### src/rtl/pc_pkg.sv
// Shared types and constants for the program-counter / fetch sequencer.
package pc_pkg;

   typedef enum logic [1:0] {
      ARRANQUE,
      FETCH,
      ESPERA,
      PARADO
   } estado_t;

   localparam int          ANCHO_PC      = 64;
   localparam int          INCREMENTO_PC = 4;
   localparam logic [63:0] RESET_ADDR_PC = 64'h0;

endpackage

### src/rtl/contador_pc_if.sv
// Instruction-memory request channel: fetch address with a valid/ready handshake.
interface contador_pc_if import pc_pkg::*; #(
   parameter int ANCHO = ANCHO_PC
);
   logic [ANCHO-1:0] bus_direccion_im;
   logic             im_req;
   logic             im_ready;

   modport master (output bus_direccion_im, output im_req, input im_ready);
   modport slave  (input bus_direccion_im, input im_req, output im_ready);
endinterface

### src/rtl/suma1.sv
// Plain unsigned adder, result taken modulo 2^ANCHO.
module suma1 #(
   parameter int ANCHO = 64
) (
   input  logic [ANCHO-1:0] a,
   input  logic [ANCHO-1:0] b,
   output logic [ANCHO-1:0] suma
);
   assign suma = a + b;
endmodule

### src/rtl/contador_pc.sv
// Program counter and fetch-address sequencer: sequential stepping, branch
// redirects (buffered while a request is outstanding), stall, sticky halt.
module contador_pc import pc_pkg::*; #(
   parameter int               ANCHO      = ANCHO_PC,
   parameter logic [ANCHO-1:0] RESET_ADDR = ANCHO'(RESET_ADDR_PC),
   parameter int               INCREMENTO = INCREMENTO_PC
) (
   input  logic             clk,
   input  logic             reset,
   contador_pc_if.master    im,
   input  logic             branch_taken,
   input  logic [ANCHO-1:0] result_suma,
   input  logic             stall,
   input  logic             halt,
   output logic [ANCHO-1:0] pc_mas4,
   output logic             halted,
   output logic             err_alineacion,
   output logic [31:0]      cnt_fetch
);

   localparam logic [ANCHO-1:0] PASO = ANCHO'(INCREMENTO);

   estado_t          state_reg, state_next;
   logic [ANCHO-1:0] pc_reg, pc_next;
   logic             pend_valid_reg, pend_valid_next;
   logic [ANCHO-1:0] pend_target_reg, pend_target_next;
   logic             halt_pend_reg, halt_pend_next;
   logic             err_reg, err_next;
   logic [31:0]      cnt_reg, cnt_next;
   logic [ANCHO-1:0] target_al;
   logic             misalineado;

   suma1 #(.ANCHO(ANCHO)) u_suma (
      .a    (pc_reg),
      .b    (PASO),
      .suma (pc_mas4)
   );

   assign target_al   = {result_suma[ANCHO-1:2], 2'b00};
   assign misalineado = (result_suma[1:0] != 2'b00);

   always_comb begin
      state_next       = state_reg;
      pc_next          = pc_reg;
      pend_valid_next  = pend_valid_reg;
      pend_target_next = pend_target_reg;
      halt_pend_next   = halt_pend_reg;
      err_next         = err_reg;
      cnt_next         = cnt_reg;

      if (state_reg != PARADO && branch_taken && misalineado)
         err_next = 1'b1;

      case (state_reg)
         ARRANQUE, ESPERA: begin
            if (branch_taken) begin
               pc_next         = target_al;
               pend_valid_next = 1'b0;
            end
            if (halt)       state_next = PARADO;
            else if (stall) state_next = ESPERA;
            else            state_next = FETCH;
         end
         FETCH: begin
            if (im.im_ready) begin
               cnt_next        = cnt_reg + 32'd1;
               pend_valid_next = 1'b0;
               halt_pend_next  = 1'b0;
               if (branch_taken)        pc_next = target_al;
               else if (pend_valid_reg) pc_next = pend_target_reg;
               else                     pc_next = pc_mas4;
               if (halt || halt_pend_reg) state_next = PARADO;
               else if (stall)            state_next = ESPERA;
               else                       state_next = FETCH;
            end else begin
               // Address stays frozen; remember redirects and halts for acceptance.
               if (branch_taken) begin
                  pend_valid_next  = 1'b1;
                  pend_target_next = target_al;
               end
               halt_pend_next = halt_pend_reg | halt;
            end
         end
         default: ;
      endcase
   end

   always_ff @(posedge clk) begin
      if (reset) begin
         state_reg       <= ARRANQUE;
         pc_reg          <= RESET_ADDR;
         pend_valid_reg  <= 1'b0;
         pend_target_reg <= '0;
         halt_pend_reg   <= 1'b0;
         err_reg         <= 1'b0;
         cnt_reg         <= '0;
      end else begin
         state_reg       <= state_next;
         pc_reg          <= pc_next;
         pend_valid_reg  <= pend_valid_next;
         pend_target_reg <= pend_target_next;
         halt_pend_reg   <= halt_pend_next;
         err_reg         <= err_next;
         cnt_reg         <= cnt_next;
      end
   end

   assign im.bus_direccion_im = pc_reg;
   assign im.im_req           = (state_reg == FETCH);
   assign halted              = (state_reg == PARADO);
   assign err_alineacion      = err_reg;
   assign cnt_fetch           = cnt_reg;

endmodule

### src/flat_wrapper.sv
// flat-port wrapper written by rule: the top's interface ports become plain ports
module contador_pc_flat import pc_pkg::*;
#(
   parameter int               ANCHO      = ANCHO_PC,
   parameter logic [ANCHO-1:0] RESET_ADDR = ANCHO'(RESET_ADDR_PC),
   parameter int               INCREMENTO = INCREMENTO_PC
)
  (clk, reset, branch_taken, result_suma, stall, halt, pc_mas4, halted, err_alineacion, cnt_fetch, im_bus_direccion_im, im_im_req, im_im_ready);
  contador_pc_if #(.ANCHO(ANCHO)) im_i ();
  input  logic clk;
  input  logic reset;
  input  logic branch_taken;
  input  logic [ANCHO-1:0] result_suma;
  input  logic stall;
  input  logic halt;
  output logic [ANCHO-1:0] pc_mas4;
  output logic halted;
  output logic err_alineacion;
  output logic [31:0] cnt_fetch;
  output wire logic [$bits(im_i.bus_direccion_im)-1:0] im_bus_direccion_im;
  output wire logic [$bits(im_i.im_req)-1:0] im_im_req;
  input wire logic [$bits(im_i.im_ready)-1:0] im_im_ready;
  assign im_bus_direccion_im = im_i.bus_direccion_im;
  assign im_im_req = im_i.im_req;
  assign im_i.im_ready = im_im_ready;
  contador_pc #(.ANCHO(ANCHO), .RESET_ADDR(RESET_ADDR), .INCREMENTO(INCREMENTO)) u_core (.clk(clk), .reset(reset), .im(im_i), .branch_taken(branch_taken), .result_suma(result_suma), .stall(stall), .halt(halt), .pc_mas4(pc_mas4), .halted(halted), .err_alineacion(err_alineacion), .cnt_fetch(cnt_fetch));
endmodule
### config.mk
export PLATFORM = sky130hd
export DESIGN_NAME = contador_pc_flat
export DESIGN_NICKNAME = d
export VERILOG_FILES = /design/src/rtl/pc_pkg.sv /design/src/rtl/contador_pc_if.sv /design/src/rtl/suma1.sv /design/src/rtl/contador_pc.sv /design/src/flat_wrapper.sv
export SDC_FILE = /design/constraint.sdc
export NUM_CORES = 1
export LEC_CHECK = 0
export CORE_AREA = 2 2 153 155
export DETAILED_ROUTE_END_ITERATION = 6
export DIE_AREA = 0 0 155 157
export GPL_ROUTABILITY_DRIVEN = 0
export PLACE_DENSITY = 0.72
export SKIP_CTS_REPAIR_TIMING = 1
export SKIP_LAST_GASP = 1
export SYNTH_ARGS = -nofsm -noshare
export SYNTH_HDL_FRONTEND = slang
export SYNTH_SLANG_ARGS = --single-unit
export TNS_END_PERCENT = 30
### constraint.sdc
create_clock -name clk -period 3.07 [get_ports clk]
set_clock_uncertainty 0.05 [all_clocks]
set_input_delay 0.614 -clock clk [delete_from_list [all_inputs] [get_ports clk]]
set_output_delay 0.614 -clock clk [all_outputs]
set_load 0.05 [all_outputs]
==> results of run 1 <==
==> where the power goes <==
part | switching [W] | internal, W | leakage, nW
clock network | 0.000904 | 0.00122 | 0.274
logic | 0.00105 | 0.000674 | 3.59
registers | 0.000132 | 0.00219 | 1.33
total | 0.00209 | 0.00409 | 5.20
==> through the flow <==
stage	setup WS [ns]	area [um^2]
floorplan	-0.1892	9319
global placement	0.09289	12660
detailed placement	0.02918	12660
CTS	-0.4539	13230
global route	-0.2760	13680
finish	-0.2194	13680
==> Yosys cell counts, drive strengths merged, types with 29 or more instances <==
cell type / instances
o21ai: 46
nand3: 62
nand2: 222
a21oi: 137
dfxtp: 161
nand4: 29
and3: 35
nor2: 98
nor3: 35
clkbuf: 80
xor2: 41
xnor2: 46
==> path summary, 6_finish.rpt <==
path | endpoint | startpoint | slack [ns] | cells past startpoint
setup reg to reg | u_core.im.bus_direccion_im[52]$_SDFFE_PP0P_ | u_core.im.bus_direccion_im[10]$_SDFFE_PP0P_ | 0.53 | 10
hold reg to reg | u_core.pend_target_reg[14]$_SDFFE_PP0P_ | u_core.pend_target_reg[14]$_SDFFE_PP0P_ | 0.40 | 2
hold / removal | u_core.pend_target_reg[14]$_SDFFE_PP0P_ | u_core.pend_target_reg[14]$_SDFFE_PP0P_ | 0.40 | 2
setup / recovery | pc_mas4[55] | u_core.im.bus_direccion_im[34]$_SDFFE_PP0P_ | -0.22 | 6
==> cell families after synthesis <==
kind of cell	count (synthesis)	share of synthesized area, %
AOI/OAI and AO/OA	283	19.49
other	1	0.04217
buffers and inverters	114	5.051
xor gates and xnor gates	87	8.568
adders and majority gates	2	0.2813
muxes	8	0.9004
and+or+nand+nor	548	29.43
DFF	161	36.24
==> worst max-delay path, delay by kind of cell, from the launching register on <==
kind	cells	cell delay, ns
and+or+nand+nor	4	1.45
xor gates and xnor gates	1	0.18
DFF	1	0.40
buffers and inverters	1	0.15
==> layer usage <==
layer,share of wire (%),vias up,GRT usage (%)
met5,0,-,0
met4,2.3,0,7.981
met3,10,49,7.214
met2,47,529,41.44
met1,41,4724,33.04
li1,-,4762,-
==> area by class of cell <==
cell class / instances / share of cell area (%)
clock inverter: 11 / 0.9512
timing repair buffer: 322 / 26.01
antenna: 2 / 0.03658
clock buffer: 20 / 3.265
inverter: 21 / 0.5762
tap: 285 / 2.607
sequential: 161 / 24.30
multi-input combinational: 932 / 42.25
==> results.ini, run 1 <==
[status]
status = complete, but fails checks
violations = setup timing

[global_routing]
grt_max_degree = 71
gr-total-overflow = 0
grt_pass1_wl_um = 49240
track_usage_pct = 25.56
first_global_vias = 8936
antenna_found_initial = 3

[floorplanning]
dieArea_um2 = 24340
core_um2 = 22500
start_util_pct = 39.52
die_h_um = 157
io-pin-count = 233
die_w_um = 155
row_count = 55

[power]
power.density_nw_per_um2 = 451.4
peakVddDrop_mv = 0.3844
total_power_w = 0.006175
leakagePower_nw = 5.198

[timing]
max-slew-margin-rel_pct = 36.74
drv_slew = 0
whs_ns = 0.4014
timing.fmax_ghz = 0.3040
fin_ws_ns = -0.2194
hold_violations = 0
tightest_slew_ns = 0.9454
rsz0062_at_grt = yes
fin_crit_ns = 3.289
fin_crit_sh_pct = 107.1
setup_viol = 25
tns_ns = -2.322

[worst_setup_path]
start_kind = flop
critPathArrivalTime_ns = 2.63
crit_required_ns = 2.41
end_kind = output port
criticalPathCategory = reg2out
path_cells = nand4_4, or3_4, or3_1, or4_4, xnor2_4, buf_12
critPathMaxFanout = 6
max_stage_delay_ns = 0.49
critPathSlowestCell = or4_4

[clock_network]
cts_tree = done
clock_path_buffers = 2
clk_pin_slew_ns = 0.06
numCtsBuffers = 17
h-tree-depth = 4
cts_sinks = 161
clk_latency_ns = 0.43
cts-root-buf = clkbuf_16

[synth]
yosys_most_used_dff = dfxtp_1
ys_warn_count = 0
synth_area_leader_cell = dfxtp_1
ys_ff_latch = 161
synth_top_area_share_pct = 36.24
syn_inst = 1204
syn_area_per_cell_um2 = 7.387
synth.yosys.seq_area_share_pct = 36.24
ys_async_sr_fraction_pct = 0
netlist_area_um2 = 8894
synth_area_leaders = dfxtp_1, nand2_1, a21oi_1
synth-edff-count = 0
synth_cell_type_count = 66

[layout]
multi_input_area_um2 = 5781
final_net_count = 1527
final_cell_mix = nand2_1, clkdlybuf4s50_1, a21oi_1
finalCoreUtilization_pct = 60.80
seqCellArea_um2 = 3324
layout_commonest_cell = nand2_1
area_growth_pct = 53.83
fin_cells = 1754
fillers = 1913
layout-drive-gt1-share_pct = 19.90

[hold_path]
hp-class = reg2reg

[routing]
wl_um = 33000
ant_nets = 0
wl_per_cell_um = 18.82
dr.first_iter.drc_count = 871
vias_per_cell = 5.738
dr.pass1.iters = 5
via_count = 10060
drc_errors = 0

[flow_run]
cap_violations = 0

[placement]
portBuffers = 228
dp_cells = 1696
dp_hpwl_um = 22840

Note: power is estimated with default switching activity, not from simulation.
==> run 2: changes to the inputs <==
clock period = 3.9 ns   (was 3.07 ns; I/O delays follow)
==> results.ini, run 2 (synthesis gave the netlist of run 1 again) <==
[timing]
whs_ns = 0.3996  ; -0.001791 ns
drv_slew = 0  ; unchanged
max-slew-margin-rel_pct = 49.67  ; +13 points
fin_crit_ns = 3.899
rsz0062_at_grt = yes
hold_violations = 0  ; unchanged
tightest_slew_ns = 0.7549  ; -0.1905 ns
setup_viol = 0  ; -100%
timing.fmax_ghz = 0.2565
fin_crit_sh_pct = 99.98

[layout]
finalCoreUtilization_pct = 55.24  ; -5.6 points
final_net_count = 1473  ; -3.5%
layout-drive-gt1-share_pct = 9.689  ; -10 points
area_growth_pct = 39.77
layout_commonest_cell = nand2_1
final_cell_mix = nand2_1, clkdlybuf4s50_1, dfxtp_1

[clock_network]
cts_tree = done
clk_latency_ns = 0.44  ; about the same
cts-root-buf = clkbuf_16
cts_sinks = 161  ; unchanged
h-tree-depth = 4  ; unchanged
clk_pin_slew_ns = 0.06  ; about the same
numCtsBuffers = 17  ; unchanged
clock_path_buffers = 2  ; unchanged

[floorplanning]
start_util_pct = 39.52  ; unchanged
row_count = 55  ; unchanged
die_h_um = 157  ; unchanged
core_um2 = 22500  ; unchanged
io-pin-count = 233  ; unchanged
die_w_um = 155  ; unchanged
dieArea_um2 = 24340  ; unchanged

[power]
power.density_nw_per_um2 = 381.4  ; -15%
leakagePower_nw = 4.617  ; -11%
peakVddDrop_mv = 0.3027  ; -21%
total_power_w = 0.004742  ; -23%

[worst_setup_path]
crit_family = buffers and inverters
critPathMaxFanout = 7  ; +1
path_cells = ha_1, nand3_1, or4_1, xnor2_1, clkdlybuf4s50_1
start_kind = flop
criticalPathCategory = reg2out
end_kind = output port
max_stage_delay_ns = 0.88  ; +0.39 ns
crit_required_ns = 3.07  ; +0.66 ns
ff2ff_setup_slack_ns = 1.13  ; +0.60 ns
regToRegEndpoint = u_core.im.bus_direccion_im[52]$_SDFFE_PP0P_
path_buf_inv = 1  ; unchanged
critPathSlowestCell = clkdlybuf4s50_1
reg2reg_from = u_core.im.bus_direccion_im[41]$_SDFFE_PP0P_
critPathArrivalTime_ns = 3.07  ; +0.44 ns
rr_worst_depth = 6  ; -4

[hold_path]
hp-start = u_core.pend_target_reg[27]$_SDFFE_PP0P_
hp-class = reg2reg
min_path_cells = 2  ; unchanged
hold_end = u_core.pend_target_reg[27]$_SDFFE_PP0P_

[routing]
vias_per_cell = 5.673  ; -1.1%
wl_um = 32190  ; -2.5%
ant_nets = 0  ; unchanged
via_count = 9644  ; -4.2%
wl_per_cell_um = 18.93  ; +0.63%
dr.first_iter.drc_count = 766  ; -12%
drc_errors = 0  ; unchanged
dr.pass1.iters = 6  ; +1

[status]
status = finished clean

[flow_run]
cap_violations = 0  ; unchanged

[global_routing]
first_global_vias = 8983  ; +0.53%
grt_max_degree = 77  ; +8.5%
antenna_found_initial = 2  ; -1
gr-total-overflow = 0  ; unchanged
grt_pass1_wl_um = 50240  ; +2.0%
track_usage_pct = 26.11  ; +0.55 points

[placement]
portBuffers = 228  ; unchanged
dp_hpwl_um = 21980  ; -3.8%

==> run 2: cell types whose count changed in the layout (fill, tap and decap cells not counted), moves of 11 or more <==
cell,delta
dfxtp_1,+46
dfxtp_2,-29
xnor2_1,+11
dfxtp_4,-17
buf_4,-39
buf_12,-22
==> run 2: per-stage QoR <==
step	instance area, um^2	std cells	worst slack, ns	TNS [ns]
6_report	12430	1700	0.0008127	0
3_5_place_dp	11790	1664	0.3791	0
5_1_grt	12430	1699	-0.1600	-0.4637
2_1_floorplan	8920	1207	-0.08380	-0.3095
4_1_cts	12370	1696	-0.07392	-0.1745
3_3_place_gp	11790	1664	0.4694	0
==> run 2: worst max path at each step <==
stage | startpoint | cells past startpoint | slack (ns) | to
4_1_cts | u_core.im.bus_direccion_im[10]$_SDFFE_PP0P_ | 6 | -0.07 | pc_mas4[60]
5_1_grt | u_core.im.bus_direccion_im[2]$_SDFFE_PP0P_ | 5 | -0.16 | pc_mas4[14]
6_report | u_core.im.bus_direccion_im[2]$_SDFFE_PP0P_ | 5 | 0.0008 | pc_mas4[14]
3_5_place_dp | u_core.im.bus_direccion_im[10]$_SDFFE_PP0P_ | 6 | 0.38 | pc_mas4[60]
2_1_floorplan | u_core.im.bus_direccion_im[6]$_SDFFE_PP0P_ | 7 | -0.08 | pc_mas4[60]
3_3_place_gp | u_core.im.bus_direccion_im[10]$_SDFFE_PP0P_ | 6 | 0.47 | pc_mas4[60]
==> run 2: final cells by class <==
cell class | instances | area (um^2)
clock inverters | 13 | 127.6
clock buffers | 19 | 452.9
diodes | 1 | 2.502
flip-flops and latches | 161 | 3224
multi-input cells | 932 | 5305
fillers | 2067 | 10070
well taps | 285 | 356.6
repair buffers | 268 | 2883
inverters | 21 | 78.83
==> run 2: tightest hold or removal path, delay by kind of cell (launching register included) <==
kind | cells | cell delay, ns
and+or+nand+nor | 1 | 0.05
AOI/OAI and AO/OA | 1 | 0.05
DFF | 1 | 0.30
==> run 2: power by group <==
part,switching [W],internal [W]
Sequential,0.000107,0.00172
Combinational,0.000794,0.000446
Clock,0.000751,0.000923
==> run 2: layer usage <==
layer	GRT usage, %	vias up	part of all wire (%)
met4	8.951	2	2.5
li1	-	4653	-
met2	43.22	431	47
met1	32.22	4497	41
met3	8.150	61	9.5
met5	0	-	0.040
==> run 3: changes to the inputs <==
HOLD_SLACK_MARGIN = 0.08   (was default)
==> results of run 3 <==
The final DEF is identical to that of run 2; final timing and power are the same.
